`config.mk`:
```
export PLATFORM = sky130hd
export DESIGN_NAME = axis_burst_tx
export DESIGN_NICKNAME = d
export VERILOG_FILES = /design/src/rtl/axis_burst_pkg.sv /design/src/rtl/axis_burst_tx.sv
export SDC_FILE = /design/constraint.sdc
export NUM_CORES = 1
export LEC_CHECK = 0
export CAP_MARGIN = 0
export CORE_MARGIN = 10
export CORE_UTILIZATION = 45
export CTS_CLUSTER_SIZE = 16
export DETAILED_ROUTE_END_ITERATION = 7
export PLACE_DENSITY = 0.74
export SYNTH_ARGS = -nofsm -noshare
export SYNTH_HDL_FRONTEND = slang
export SYNTH_SLANG_ARGS = --single-unit
```
`constraint.sdc`:
```
create_clock -name clk_i -period 2.4 [get_ports clk_i]
set_input_delay 0.48 -clock clk_i [delete_from_list [all_inputs] [get_ports clk_i]]
set_output_delay 0.48 -clock clk_i [all_outputs]
set_load 0.02 [all_outputs]
```
`src/rtl/axis_burst_pkg.sv`:
```
// axis_burst_pkg: state encoding and default widths for the burst transmitter
package axis_burst_pkg;
  typedef enum logic {IDLE_S = 1'b0, SEND_S = 1'b1} state_t;
  localparam int DEF_DATA_WIDTH = 8;
  localparam int DEF_LEN_WIDTH = 8;
  localparam int DEF_CNT_WIDTH = 16;
endpackage

```
`src/rtl/axis_burst_tx.sv`:
```
// axis_burst_tx: command-driven AXI-Stream master emitting start+k*step bursts
module axis_burst_tx
  import axis_burst_pkg::*;
#(
  parameter int DATA_WIDTH = DEF_DATA_WIDTH,
  parameter int LEN_WIDTH = DEF_LEN_WIDTH,
  parameter int CNT_WIDTH = DEF_CNT_WIDTH
) (
  input  logic                  clk_i,
  input  logic                  rst_i,
  input  logic                  cmd_valid_i,
  output logic                  cmd_ready_o,
  input  logic [DATA_WIDTH-1:0] cmd_start_i,
  input  logic [DATA_WIDTH-1:0] cmd_step_i,
  input  logic [LEN_WIDTH-1:0]  cmd_len_i,
  output logic                  tvalid_o,
  input  logic                  tready_i,
  output logic [DATA_WIDTH-1:0] tdata_o,
  output logic                  tlast_o,
  output logic                  busy_o,
  output logic                  done_o,
  output logic [CNT_WIDTH-1:0]  bursts_o
);
  state_t                r_state;
  logic [DATA_WIDTH-1:0] r_step;
  logic [DATA_WIDTH-1:0] r_data;
  logic [LEN_WIDTH-1:0]  r_rem;
  logic                  r_valid;
  logic                  r_last;
  logic                  r_busy;
  logic                  r_done;
  logic                  r_ready;
  logic [CNT_WIDTH-1:0]  r_cnt;
  logic                  w_hs;
  assign w_hs = r_valid & tready_i;
  always_ff @(posedge clk_i) begin
    if (rst_i) begin
      r_state <= IDLE_S;
      r_step  <= '0;
      r_data  <= '0;
      r_rem   <= '0;
      r_valid <= 1'b0;
      r_last  <= 1'b0;
      r_busy  <= 1'b0;
      r_done  <= 1'b0;
      r_ready <= 1'b1;
      r_cnt   <= '0;
    end else begin
      r_done <= 1'b0;
      if (r_state == IDLE_S) begin
        if (cmd_valid_i) begin
          r_state <= SEND_S;
          r_step  <= cmd_step_i;
          r_rem   <= cmd_len_i;
          r_data  <= cmd_start_i;
          r_last  <= (cmd_len_i == '0);
          r_valid <= 1'b1;
          r_busy  <= 1'b1;
          r_ready <= 1'b0;
        end
      end else if (w_hs) begin
        if (r_last) begin
          r_state <= IDLE_S;
          r_valid <= 1'b0;
          r_last  <= 1'b0;
          r_busy  <= 1'b0;
          r_done  <= 1'b1;
          r_ready <= 1'b1;
          r_cnt   <= r_cnt + CNT_WIDTH'(1);
        end else begin
          r_data <= r_data + r_step;
          r_rem  <= r_rem - LEN_WIDTH'(1);
          r_last <= (r_rem == LEN_WIDTH'(1));
        end
      end
    end
  end
  assign cmd_ready_o = r_ready;
  assign tvalid_o    = r_valid;
  assign tdata_o     = r_data;
  assign tlast_o     = r_last;
  assign busy_o      = r_busy;
  assign done_o      = r_done;
  assign bursts_o    = r_cnt;
endmodule

```
# Yosys cells after proc, flatten, opt, wreduce, memory -nomap -nowiden
# Cells that the tools add are included.
totals:
  regBits: 45
  inputBits: 28
  out_inout_bits: 29
  elab_cells: 52
classes:
  addsub: 3
  eq_ne: 4
  muxes: 25
  bitwise: 3
  n_reduce_logical: 8
ops:
  columns: ["operator", "count"]
  rows:
  - ["two-way mux 8 bit", 8]
  - ["two-way mux 1 bit", 17]
  - ["adder 16 x 1 -> 16 bit (second input constant)", 1]
  - ["AND reduction 3 bit", 3]
  - ["adder 8 bit", 1]
  - ["== test 8 x 1 -> 1 bit (second input constant)", 1]
  - ["logical NOT 8 bit", 1]
  - ["subtractor 8 x 1 -> 8 bit (second input constant)", 1]
  - ["!= test 2 x 1 -> 1 bit (second input constant)", 2]
  - ["AND reduction 2 bit", 2]
  - ["OR reduction 3 bit", 1]
  - ["!= test 2 bit (second input constant)", 1]
  - ["inverter 1 bit", 2]
  - ["nonzero test 2 bit", 1]
  - ["bitwise AND 1 bit", 1]

# Depth between registers and ports, before layout
logic_depth:
  word_depth: 4
  ltp_mapped: 8
  ltp_nobuf: 8

# Least setup slack after synthesis
# No wires, ideal clock.
synth_path:
  path_type: "register to register"
  from: "register r_data[0] (netlist: tdata_o[0])"
  to: "register r_data[4] (netlist: tdata_o[4])"
  setup_time_ns: 0.091
  t_arrival_ns: 1.891
  required_time_ns: 2.309
  path_slack_ns: 0.418
  path_stages_with_launch: 9
  n_path_buf: 0
  synth_period_minus_slack_ns: 1.982
  path_cell_list: "dfxtp_1 > ha_1 > inv_1 > fa_1 > nand2b_1 > a21boi_0 > nor3_1 > nand3b_1 > a311oi_1"
synth_between:
  elab_chain_len: 4
synth_rtl:
  columns: ["element", "line_no", "text"]
  rows:
  - ["start: declaration", "axis_burst_tx.sv:26", "logic [DATA_WIDTH-1:0] r_data;"]
  - ["start signal: assignment", "axis_burst_tx.sv:55", "r_data <= cmd_start_i;"]
  - ["start signal: assignment", "axis_burst_tx.sv:71", "r_data <= r_data + r_step;"]
  - ["adder 8 bit", "axis_burst_tx.sv:71", null]
  - ["two-way mux 8 bit", "axis_burst_tx.sv:62", "if (r_last) begin"]
  - ["two-way mux 8 bit", "axis_burst_tx.sv:61", "end else if (w_hs) begin"]
  - ["two-way mux 8 bit", "axis_burst_tx.sv:50", "if (r_state == IDLE_S) begin"]
# No other way between the ends. The select of a mux whose other input is x is not followed.
# A chain may end at the register's enable or synchronous reset.

# Final worst setup path
# Same ends and word-level chain as after synthesis.

==> impl_summary.log <==
INFO  metric postLayoutCoreUtil = 60.5%
INFO  metric drc = 0
INFO  metric max_cap_viol_count = 0
INFO  metric yosys_warn_count = 0
INFO  metric post_cts_buffers = 0
INFO  metric detailedRoute.firstIterationViolations = 135
INFO  metric maximum_fanout_along_the_worst_path = 3
INFO  metric crit_path_required_time = 2610 ps
INFO  metric grt_first_pass_wirelength = 9870 um
INFO  metric synth.yosys.seq_area_share = 38.3%
INFO  metric ctsResizeCount = 0
INFO  metric yosys.cell_types.count = 53
INFO  metric drt-vias-per-instance = 5.27
INFO  metric setup_tns = 0 ps
INFO  metric fmaxAchievable = 480 MHz
INFO  metric syn_avg_cell_area = 8.47 sq um
INFO  metric port_buffers = 56
INFO  metric worst_hold_slack = 464 ps
INFO  metric first_global_vias = 2112
INFO  metric post-route-cell-area = 3070 sq um
INFO  metric design_power_total = 1.65 mW
INFO  metric hold_start = r_step[4]
INFO  metric initial_antenna_violation_count = 0
INFO  metric post_synth_and_or_nand_nor_area_fraction = 23.7%
INFO  metric drv_slew = 0
INFO  metric adder_cell_area_share_of_the_yosys_netlist = 6.17%
INFO  metric post_synth_inst_count = 278
INFO  metric grt_overflow_total = 0
INFO  metric layout-area-overhead-vs-synth = 30.5%
INFO  metric critical_path.max_stage_delay = 400 ps
INFO  metric multi_input_comb_area = 1330 sq um
INFO  metric async_reset_ff_share = 0%
INFO  metric synth.area.mux_share = 2.98%
INFO  metric final_layout_size_suffix_gt1_share = 7.51%
INFO  metric arrival_worst_endpoint = 2300 ps
INFO  metric cts_tree = done
INFO  metric wl_per_cell = 14.6 um
INFO  metric ctsHoldBuffers = 0
INFO  metric setup-violations-final = 0
INFO  metric peakVddDrop = 0.000286 V
INFO  metric cp-start-kind = flop
INFO  metric io_pins = 57
INFO  metric numCtsBuffers = 5
INFO  metric remaining_max_slew_budget_at_the_tightest_pin = 65.0%
INFO  metric path_class = flop to flop
INFO  metric r2r-start = tdata_o[0]
INFO  metric rows = 26
INFO  metric worst_skew_pair.late_latency = 300 ps
INFO  metric totalWireLength = 5900 um
INFO  metric placeableCoreArea = 5070 sq um
INFO  metric post_drt_antenna_nets = 0
INFO  metric fin_worst_skew = 10.2 ps
INFO  metric synthFlopType = sky130_fd_sc_hd__dfxtp_1
INFO  metric outcome = complete, no violations
INFO  metric worst_path_max_delay_cell = sky130_fd_sc_hd__fa_1
INFO  metric fin_crit = 2080 ps
INFO  metric gp_congestion = 0.835
INFO  metric fin_crit_sh = 86.8%
INFO  metric netlist_area = 2350 sq um
INFO  metric worst_slew_pin_slew = 523 ps
INFO  metric final.fill_count = 483
INFO  metric start_util = 46.4%
INFO  metric yosys_register_bits = 45
INFO  metric grt_max_degree = 26
INFO  metric critical_path.cell_chain = ha_1, inv_1, fa_1, nand2b_1, a21boi_0, nor3_1, nand3b_1, a311oi_1
INFO  metric instance_area_at_placement = 2980 sq um
INFO  metric crit_start = tdata_o[0]
INFO  metric report.final.hold_viol_count = 0
INFO  metric grt_usage = 13.8%
INFO  metric synth-edff-count = 0
INFO  metric clock_path_buffers = 2
INFO  metric xor_xnor_share_of_the_synthesized_area = 7.44%
INFO  metric cts_num_sinks = 45
INFO  metric min-delay-path-class = flop to flop
INFO  metric chipHeight = 92.3 um
INFO  metric synth_top_family_by_area = simple AND/OR/NAND/NOR gates
INFO  metric root_buffer = sky130_fd_sc_hd__clkbuf_8
INFO  metric nNetsFinal = 371
INFO  metric kind_of_cell_adding_the_most_delay_to_the_critical_path = adder cells
INFO  metric register_area = 901 sq um
INFO  metric detailedPlacementHpwl = 4480 um
INFO  metric diodes = 0
INFO  metric worstSetupEndpointType = flop
INFO  metric rsz0062_at_grt = no
INFO  metric synth_fp_nets = 317
INFO  metric chip_width = 92.3 um
INFO  metric detailedRoute.firstPassIterationCount = 4
INFO  metric floorplan.die_area = 8520 sq um
INFO  metric dr_total_vias = 2125
INFO  metric synth_compound_gate_area_share = 16.2%
INFO  metric cts.htree.levels = 2
INFO  metric crit_buf_inv = 1
INFO  metric powerDensity = 536 nW/um^2
INFO  metric cts.clk_slew.worst_paths = 90 ps
INFO  metric total_leakage_power = 1.17 nW
-- per-layer routing --
layer / global-route usage (%) / up-vias / wire [um]
li1: - / 1085 / -
met5: 0 / - / 0
met2: 22.8 / 43 / 2810
met1: 16.6 / 984 / 2680
met3: 3.55 / 13 / 277
met4: 5.91 / 0 / 136
-- report_power, final --
group	internal, mW	leakage (nW)	switching (mW)
logic	0.173	0.762	0.179
clock network	0.201	0.0439	0.269
registers	0.783	0.368	0.0399
-- sequential cells by signal, indices dropped and copies added, names as in the netlist --
signal	count
bursts_o	16
busy_o	1
tlast_o	1
r_step	8
r_state	1
tdata_o	8
cmd_ready_o	1
done_o	1
r_rem	8
-- final cells by class --
| class | instances | area share (%) |
|---|---|---|
| flip-flops and latches | 45 | 29.3 |
| clock buffers | 5 | 2.24 |
| clock inverters | 3 | 0.570 |
| well taps | 70 | 2.85 |
| multi-input cells | 206 | 43.3 |
| inverters | 11 | 1.34 |
| repair buffers | 63 | 20.4 |
-- cells by family after synthesis --
group	count (synthesis)
AND/OR/NAND/NOR	116
AO/OA/AOI/OAI	52
flip-flops	45
buffers and inverters	27
XOR/XNOR	20
adder cells (fa/ha/maj)	11
multiplexers	7
-- tightest hold or removal path: stages, from the launching register on --
cell	delay, ps
sky130_fd_sc_hd__dfxtp_1	320
sky130_fd_sc_hd__nand2_1	50
sky130_fd_sc_hd__a21oi_1	50
-- synthesized netlist by cell type (3+ instances only) --
library cell / number / area share [%]
sky130_fd_sc_hd__a2111oi_2: 3 / 1.9
sky130_fd_sc_hd__nand3_1: 13 / 2.8
sky130_fd_sc_hd__buf_2: 3 / 0.64
sky130_fd_sc_hd__nor2_1: 37 / 5.9
sky130_fd_sc_hd__and3_1: 6 / 1.6
sky130_fd_sc_hd__xnor2_1: 7 / 2.6
sky130_fd_sc_hd__inv_1: 11 / 1.8
sky130_fd_sc_hd__dfxtp_1: 45 / 38
sky130_fd_sc_hd__nand4_1: 4 / 1.1
sky130_fd_sc_hd__buf_4: 3 / 0.96
sky130_fd_sc_hd__nand2_1: 31 / 4.9
sky130_fd_sc_hd__a21oi_1: 16 / 3.4
sky130_fd_sc_hd__nor3_1: 8 / 1.7
sky130_fd_sc_hd__o21ai_0: 6 / 1.3
sky130_fd_sc_hd__mux2i_1: 7 / 3.0
sky130_fd_sc_hd__a211oi_1: 6 / 1.9
sky130_fd_sc_hd__ha_1: 10 / 5.3
sky130_fd_sc_hd__xor2_1: 13 / 4.8
sky130_fd_sc_hd__clkbuf_1: 8 / 1.3
-- cells in the final DEF, fill, tap and decap left out, types with 7 or more instances in the layout --
cell | Yosys | layout
sky130_fd_sc_hd__clkdlybuf4s50_1 | 0 | 56
sky130_fd_sc_hd__dfxtp_1 | 45 | 45
sky130_fd_sc_hd__nor2_1 | 37 | 37
sky130_fd_sc_hd__nand2_1 | 31 | 31
sky130_fd_sc_hd__a21oi_1 | 16 | 16
sky130_fd_sc_hd__nand3_1 | 13 | 13
sky130_fd_sc_hd__xor2_1 | 13 | 13
sky130_fd_sc_hd__inv_1 | 11 | 11
sky130_fd_sc_hd__ha_1 | 10 | 10
sky130_fd_sc_hd__nor3_1 | 8 | 8
sky130_fd_sc_hd__xnor2_1 | 7 | 7
sky130_fd_sc_hd__mux2i_1 | 7 | 7
-- path summary, 6_finish.rpt --
kind	end	slack, ps	cells past startpoint
worst max-delay path	tdata_o[4]	320	8
worst min-delay path	r_step[4]	460	2
worst max register to register	tdata_o[4]	320	8
worst min register to register	r_step[4]	460	2
-- stage by stage --
| step | cells | worst slack [ps] |
|---|---|---|
| global route | 403 | 175 |
| floorplan | 278 | 418 |
| detailed placement | 395 | 245 |
| global placement | 395 | 311 |
| finish | 403 | 316 |
| CTS | 403 | 309 |
Power figures use the tool's default switching activity.
